===== src/rtl/fib_pkg.sv =====
// fib_pkg: shared defaults and state encoding for the Fibonacci sequencer
package fib_pkg;
  localparam int FIB_WIDTH = 12;
  localparam int FIB_NIB   = 4;
  localparam int FIB_NW    = 5;
  typedef enum logic [1:0] {
    IDLE = 2'd0,
    CALC = 2'd1,
    RESP = 2'd2
  } state_e;
endpackage


===== src/rtl/fib_add_chain.sv =====
// fib_add_chain: a+b built from NIB-wide ripple-carry slices, carry chained slice to slice
module fib_add_chain #(
  parameter int WIDTH = 12,
  parameter int NIB   = 4
) (
  input  logic [WIDTH-1:0] a,
  input  logic [WIDTH-1:0] b,
  output logic [WIDTH-1:0] sum,
  output logic             carry_out
);
  logic [WIDTH:0] c;
  assign c[0] = 1'b0;
  for (genvar s = 0; s < WIDTH / NIB; s++) begin : g_s
    for (genvar i = 0; i < NIB; i++) begin : g_b
      localparam int K = s * NIB + i;
      assign sum[K]   = a[K] ^ b[K] ^ c[K];
      assign c[K + 1] = (a[K] & b[K]) | (c[K] & (a[K] ^ b[K]));
    end
  end
  assign carry_out = c[WIDTH];
endmodule


===== src/rtl/fib_seq_ctrl.sv =====
// fib_seq_ctrl: valid/ready F(n) sequencer over an iterative add loop; FIB_SEQ_SAT_EN saturates on overflow
module fib_seq_ctrl
  import fib_pkg::*;
#(
  parameter int WIDTH = FIB_WIDTH,
  parameter int NIB   = FIB_NIB,
  parameter int NW    = FIB_NW
) (
  input  logic             clk,
  input  logic             rst_n,
  input  logic             req_valid,
  output logic             req_ready,
  input  logic [NW-1:0]    req_n,
  output logic             rsp_valid,
  input  logic             rsp_ready,
  output logic [WIDTH-1:0] rsp_f,
  output logic             rsp_ovf,
  output logic             busy
);
  state_e           state_q, state_d;
  logic [WIDTH-1:0] a_q, a_d, b_q, b_d, f_q, f_d, sum, res;
  logic [NW-1:0]    cnt_q, cnt_d;
  logic             ovf_q, ovf_d, rovf_q, rovf_d, co, last;
  fib_add_chain #(.WIDTH(WIDTH), .NIB(NIB)) u_add (
    .a        (a_q),
    .b        (b_q),
    .sum      (sum),
    .carry_out(co)
  );
  assign last = cnt_q[NW-1:1] == '0;
`ifdef FIB_SEQ_SAT_EN
  assign res = ovf_q ? '1 : (cnt_q[0] ? b_q : a_q);
`else
  assign res = cnt_q[0] ? b_q : a_q;
`endif
  always_comb begin
    state_d = state_q;
    a_d     = a_q;
    b_d     = b_q;
    cnt_d   = cnt_q;
    ovf_d   = ovf_q;
    f_d     = f_q;
    rovf_d  = rovf_q;
    case (state_q)
      IDLE: if (req_valid) begin
        a_d     = '0;
        b_d     = WIDTH'(1);
        cnt_d   = req_n;
        ovf_d   = 1'b0;
        state_d = CALC;
      end
      CALC: if (last) begin
        f_d     = res;
        rovf_d  = ovf_q;
        state_d = RESP;
      end else begin
        a_d   = b_q;
        b_d   = sum;
        ovf_d = ovf_q | co;
        cnt_d = cnt_q - NW'(1);
      end
      RESP: state_d = rsp_ready ? IDLE : RESP;
      default: state_d = IDLE;
    endcase
  end
  always_ff @(posedge clk or negedge rst_n) begin
    if (!rst_n) begin
      state_q <= IDLE;
      a_q     <= '0;
      b_q     <= WIDTH'(1);
      cnt_q   <= '0;
      ovf_q   <= 1'b0;
      f_q     <= '0;
      rovf_q  <= 1'b0;
    end else begin
      state_q <= state_d;
      a_q     <= a_d;
      b_q     <= b_d;
      cnt_q   <= cnt_d;
      ovf_q   <= ovf_d;
      f_q     <= f_d;
      rovf_q  <= rovf_d;
    end
  end
  assign req_ready = state_q == IDLE;
  assign rsp_valid = state_q == RESP;
  assign busy      = state_q != IDLE;
  assign rsp_f     = f_q;
  assign rsp_ovf   = rovf_q;
endmodule


===== config.mk =====
export PLATFORM = sky130hd
export DESIGN_NAME = fib_seq_ctrl
export DESIGN_NICKNAME = d
export VERILOG_FILES = /design/src/rtl/fib_pkg.sv /design/src/rtl/fib_add_chain.sv /design/src/rtl/fib_seq_ctrl.sv
export SDC_FILE = /design/constraint.sdc
export NUM_CORES = 1
export LEC_CHECK = 0
export BUFFER_PORTS_ARGS = -buffer_cell sky130_fd_sc_hd__buf_4
export CORE_MARGIN = 3
export CORE_UTILIZATION = 45
export CTS_CLUSTER_SIZE = 16
export DETAILED_ROUTE_END_ITERATION = 8
export HOLD_SLACK_MARGIN = 0.05
export PLACE_DENSITY = 0.63
export SLEW_MARGIN = 20
export SYNTH_ARGS = -nofsm -noshare
export SYNTH_HDL_FRONTEND = slang
export SYNTH_HIERARCHICAL = 1
export SYNTH_SLANG_ARGS = --single-unit

===== constraint.sdc =====
create_clock -name clk -period 5.4 [get_ports clk]
set_input_delay 0.27 -clock clk [delete_from_list [all_inputs] [get_ports clk]]
set_output_delay 0.27 -clock clk [all_outputs]
set_load 0.005 [all_outputs]

## Word level (Yosys, flattened, before mapping)

Cells that the tools add are included.

- Output and inout bits: 16
- Logic and storage cells: 95
- Input bits: 9
- Register bits after elaboration: 45

- Reductions and logical operators: 7
- $add $sub $neg: 1
- Mux-type cells: 17
- Bitwise logic cells: 58
- Equality and inequality tests: 5

Operator list:

| cell | count |
|---|---|
| $mux 12 | 5 |
| $pmux 12 s2 | 2 |
| $and 1x1->1 | 23 |
| $xor 1x1->1 | 23 |
| $or 1x1->1 | 12 |
| $mux 5 | 2 |
| $pmux 5 s2 | 1 |
| $mux 2 | 3 |
| $ne 2x2->1 const B | 3 |
| $pmux 2 s3 | 1 |
| $sub 5x1->5 const B | 1 |
| $logic_not 4->1 | 1 |
| $reduce_and 2->1 | 2 |
| $reduce_bool 2->1 | 2 |
| $reduce_and 3->1 | 1 |
| $eq 2x1->1 const B | 1 |
| $eq 2x2->1 const B | 1 |
| $logic_not 2->1 | 1 |
| $mux 1 | 2 |
| $pmux 1 s2 | 1 |

## Depth between registers and ports, before layout

- Depth after elaboration: 26
- Gate-level depth with buffers: 18
- Depth with buffers taken out: 18

## By module

Netlist, hierarchy kept.

Modules (own cells, without submodules):

| module | sequential area each (um^2) | cells each | area an instance (um^2) | times used |
|---|---|---|---|---|
| fib_seq_ctrl | 1,127.3 | 219 | 2,185.8 | 1 |
| fib_add_chain | 0.0 | 22 | 270.3 | 1 |

## Least setup slack after synthesis

OpenSTA, ideal clock, no wires.

- Path type: register -> register
- Start point: register a_q[0]
- End point: register b_q[11]
- Required time: 5.326 ns
- Stages on the path, launching flop included: 19
- Slack: 0.478 ns
- Library setup time: 0.074 ns
- Clock period less this slack: 4.922 ns
- Buffers on the path: 0
- Data arrival time: 4.848 ns
- Cell sequence: dfrtp_1 ha_1 inv_1 fa_1 inv_1 fa_1 fa_1 fa_1 fa_1 fa_1 fa_1 fa_1 fa_1 fa_1 inv_1 fa_1 inv_1 nand2_1 o21ai_2

- Longest elaborated chain between the ends: 24

Ends and longest elaborated chain:

| what | line | text |
|---|---|---|
| from (decl) | fib_seq_ctrl.sv:21 | `logic [WIDTH-1:0] a_q, a_d, b_q, b_d, f_q, f_d, sum, res;` |
| from (signal assigned) | fib_seq_ctrl.sv:69 | `a_q <= '0;` |
| from (signal assigned) | fib_seq_ctrl.sv:77 | `a_q <= a_d;` |
| $and 1x1->1 (2 in a row) | fib_add_chain.sv:17 | `assign c[K + 1] = (a[K] & b[K]) \| (c[K] & (a[K] ^ b[K]));` |
| $or 1x1->1 | fib_add_chain.sv:17 |  |
| $and 1x1->1 | fib_add_chain.sv:17 |  |
| $or 1x1->1 | fib_add_chain.sv:17 |  |
| $and 1x1->1 | fib_add_chain.sv:17 |  |
| $or 1x1->1 | fib_add_chain.sv:17 |  |
| $and 1x1->1 | fib_add_chain.sv:17 |  |
| $or 1x1->1 | fib_add_chain.sv:17 |  |
| [8 not listed] | - |  |
| $and 1x1->1 | fib_add_chain.sv:17 |  |
| $or 1x1->1 | fib_add_chain.sv:17 |  |
| $and 1x1->1 | fib_add_chain.sv:17 |  |
| $or 1x1->1 | fib_add_chain.sv:17 |  |
| $xor 1x1->1 | fib_add_chain.sv:16 | `assign sum[K] = a[K] ^ b[K] ^ c[K];` |
| named net sum[11] | fib_seq_ctrl.sv:21 |  |
| $mux 12 | fib_seq_ctrl.sv:52 | `CALC: if (last) begin` |
| $pmux 12 s2 | fib_seq_ctrl.sv:44 | `case (state_q)` |
| to (signal assigned) | fib_seq_ctrl.sv:70 | `b_q <= WIDTH'(1);` |
| to (signal assigned) | fib_seq_ctrl.sv:78 | `b_q <= b_d;` |
| to (decl) | fib_seq_ctrl.sv:21 |  |

The timed path passes the listed nets, and every way through them passes these cells. The select of a mux whose other input is x is not followed.
A chain may end at the register's enable or synchronous reset.

## Final worst setup path

Same ends and word-level chain as after synthesis.

==> impl_metrics.json <==
{
  "fin_tns_setup_ps": 0,
  "synth-seq-area-share_pct": 45.9,
  "die_area_um2": 6380,
  "grt_pass1_wl_um": 9380,
  "diodes": 0,
  "yosys-top-cells-area": "dfrtp_1, fa_1, mux2i_1, o21ai_1, nand3_1",
  "drc": 0,
  "r2r-start": "a_q[0]",
  "max_stage_delay_ps": 410,
  "post-route-period-util_pct": 95.1,
  "firstDrtPassIters": 4,
  "rows": 26,
  "synth_top_area_share_pct": 44.8,
  "num_vias": 1800,
  "clk-insertion-delay-late_ps": 300,
  "min_to": "state_q[1]",
  "synth-warning-count": 6,
  "yosysUniqueCellTypes": 37,
  "grt_max_degree": 46,
  "die_h_um": 79.9,
  "drive_gt1_share_pct": 21.4,
  "hold_ws_ps": 158,
  "cpMostUsedCell": "fa_1",
  "clock-sinks": 45,
  "place_hpwl_um": 3240,
  "clock_skew_ps": 8.45,
  "reg2regPathDepth": 18,
  "crit_required_ps": 5620,
  "synth_area_um2": 2460,
  "ff2ff_setup_slack_ps": 270,
  "worstSetupPathType": "reg -> reg",
  "hold_viol": 0,
  "cp-start-kind": "register",
  "power_density_nw_per_um2": 634,
  "grt_overflow_total": 0,
  "grt.total_usage_pct": 19.1,
  "io_pins": 25,
  "route.final.wire_length_um": 5350,
  "core_um2": 5200,
  "start_util_pct": 47.2,
  "via_per_inst": 5.50,
  "worst_pin_slew_ps": 1070,
  "final-setup-viol-count": 0,
  "antenna_found_initial": 0,
  "worstSetupEndpointType": "register",
  "syn_area_per_cell_um2": 10.2,
  "hold_depth": 2,
  "cts_tree": "yes",
  "finalCriticalPeriod_ps": 5130,
  "die-width_um": 79.9,
  "gp_congestion": 0.750,
  "ant_nets": 0,
  "hp-class": "in -> reg",
  "max-slew-margin-rel_pct": 29.0,
  "fmax_ghz": 0.195,
  "rsz0062_at_grt": "no",
  "synth_nets": 263,
  "clkTransAtPathRegs_ps": 90,
  "nets": 278,
  "worst-path-max-fanout": 3,
  "worstPathCellList": "ha_1 > inv_1 > fa_1 > inv_1 > fa_1 > fa_1 > fa_1 > fa_1 > fa_2 > fa_1 > fa_1 > fa_2 > fa_1 > inv_1 > fa_1 > inv_1 > nand2_1 > o21ai_2",
  "maxSlewViolCount": 0,
  "leakagePower_nw": 1.25,
  "syn_inst": 241,
  "first_iter_violations": 114,
  "syn2layout_area_growth_pct": 12.2,
  "maxCapViolations": 0,
  "outcome": "finished, final reports clean",
  "post_drt_wl_per_cell_um": 16.4,
  "crit_slowest_cell": "fa_1",
  "clk_path_buf_depth": 2,
  "cts_setup_buffers": 0,
  "hold_start": "rsp_ready",
  "cts_max_level": 2,
  "yosysTopAreaCell": "dfrtp_1",
  "cp_data_arrival_time_ps": 5360,
  "max-vdd-ir-drop_mv": 0.333,
  "r2r-end": "b_q[11]",
  "cts-buffers-inserted": 5,
  "synth_seq_cells": 45,
  "grt_pass1_vias": 1841,
  "root_buffer": "clkbuf_8",
  "port_buffers": 24
}
==> synth_stat cells, drive strengths merged <==
master,n
a211oi,3
a21oi,4
nor3b,2
nand2b,2
nand3,21
nand2,26
or3b,1
nor2,2
nor4,2
nor3,1
or2,2
dfstp,1
mux2,1
dfrtp,44
nor4b,1
fa,11
nor2b,1
clkbuf,8
buf,12
o21ai,49
mux2i,14
o211ai,10
inv,17
ha,2
a31oi,1
or4,1
o311ai,2
==> cells by family (layout without fill, tap and decap cells) <==
| group | Yosys count | count (layout) | share of synthesized area, % |
|---|---|---|---|
| flops | 45 | 45 | 45.9 |
| compound gates | 69 | 69 | 18.0 |
| simple gates | 62 | 62 | 12.9 |
| fa+ha+maj | 13 | 13 | 9.98 |
| mux | 15 | 15 | 6.16 |
| buf+inv | 37 | 53 | 7.03 |
==> metal layers <==
| layer | up-vias | routed length, µm | global-route usage, % |
|---|---|---|---|
| met5 | - | 0 | 0 |
| met2 | 30 | 2560 | 30.2 |
| met3 | 6 | 176 | 3.72 |
| met1 | 902 | 2550 | 26.9 |
| met4 | 0 | 60 | 4.56 |
| li1 | 862 | - | - |
==> metrics by stage <==
step | util, % | std cells | cell area, µm² | setup WS [ps] | power, mW
after global routing | 53.0 | 327 | 2760 | 60.0 | 1.93
after floorplan | - | 241 | 2460 | 478 | 1.28
final | 53.0 | 327 | 2760 | 267 | 1.75
after global placement | 50.7 | 318 | 2640 | 318 | 1.51
after CTS | 52.9 | 327 | 2750 | 150 | 1.77
after detailed placement | 50.7 | 318 | 2640 | 187 | 1.53
==> what timing repair did <==
| item | in CTS | in global routing |
|---|---|---|
| hold buffers | 1 | 0 |
| resized for setup | 0 | 2 |
| endpoints found under the hold margin | 44 | 0 |
| endpoints found under the setup margin | 0 | 1 |
==> final cells by class <==
type | count | area [µm²]
Fill cell | 480 | 2450
Inverter | 17 | 63.8
Clock buffer | 7 | 96.3
Multi-Input combinational cell | 159 | 1160
Sequential cell | 45 | 1130
Clock inverter | 1 | 5.00
Tap cell | 70 | 87.6
Timing Repair Buffer | 28 | 213
==> critical path: cells and delay by family (launching register included) <==
family / cells / cell delay, ps
DFF: 1 / 400
and+or+nand+nor: 1 / 60
buffers and inverters: 4 / 260
adders and majority gates: 12 / 4220
AOI/OAI and AO/OA: 1 / 120
==> placed cells by master, fill, tap and decap left out, types with 2 or more instances in the layout <==
| cell | n |
|---|---|
| nor3b_1 | 2 |
| dfrtp_1 | 44 |
| o311ai_0 | 2 |
| clkbuf_8 | 7 |
| buf_4 | 27 |
| o21ai_1 | 28 |
| a211oi_1 | 3 |
| o21ai_2 | 7 |
| nand2b_1 | 2 |
| or2_2 | 2 |
| nor2_1 | 2 |
| a21oi_1 | 2 |
| ha_1 | 2 |
| mux2i_1 | 14 |
| nand3_1 | 21 |
| fa_2 | 2 |
| inv_1 | 16 |
| nand2_1 | 26 |
| o21ai_0 | 14 |
| o211ai_1 | 9 |
| fa_1 | 9 |
==> how the worst max path moves through the flow <==
stage          startpoint  endpoint  slack, ps  depth (start not counted)
2_1_floorplan      a_q[0]   b_q[11]        480                         18
3_3_place_gp       a_q[0]   b_q[11]        320                         18
3_5_place_dp       a_q[0]   b_q[11]        190                         18
4_1_cts            a_q[0]   b_q[11]        150                         18
5_1_grt            a_q[0]   b_q[11]         60                         18
6_report           a_q[0]   b_q[11]        270                         18
==> report_power, final <==
| group | switching, mW | total (mW) | internal (mW) |
|---|---|---|---|
| Combinational | 0.495 | 0.861 | 0.365 |
| Clock | 0.114 | 0.230 | 0.116 |
| Sequential | 0.171 | 0.656 | 0.485 |
| Total | 0.781 | 1.75 | 0.966 |
==> registers in the layout (all words and copies together), names as in the netlist <==
signal   cells
a_q         12
rsp_ovf      1
state_q      2
cnt_q        5
rsp_f       12
b_q         12
ovf_q        1
Power figures use the tool's default switching activity.
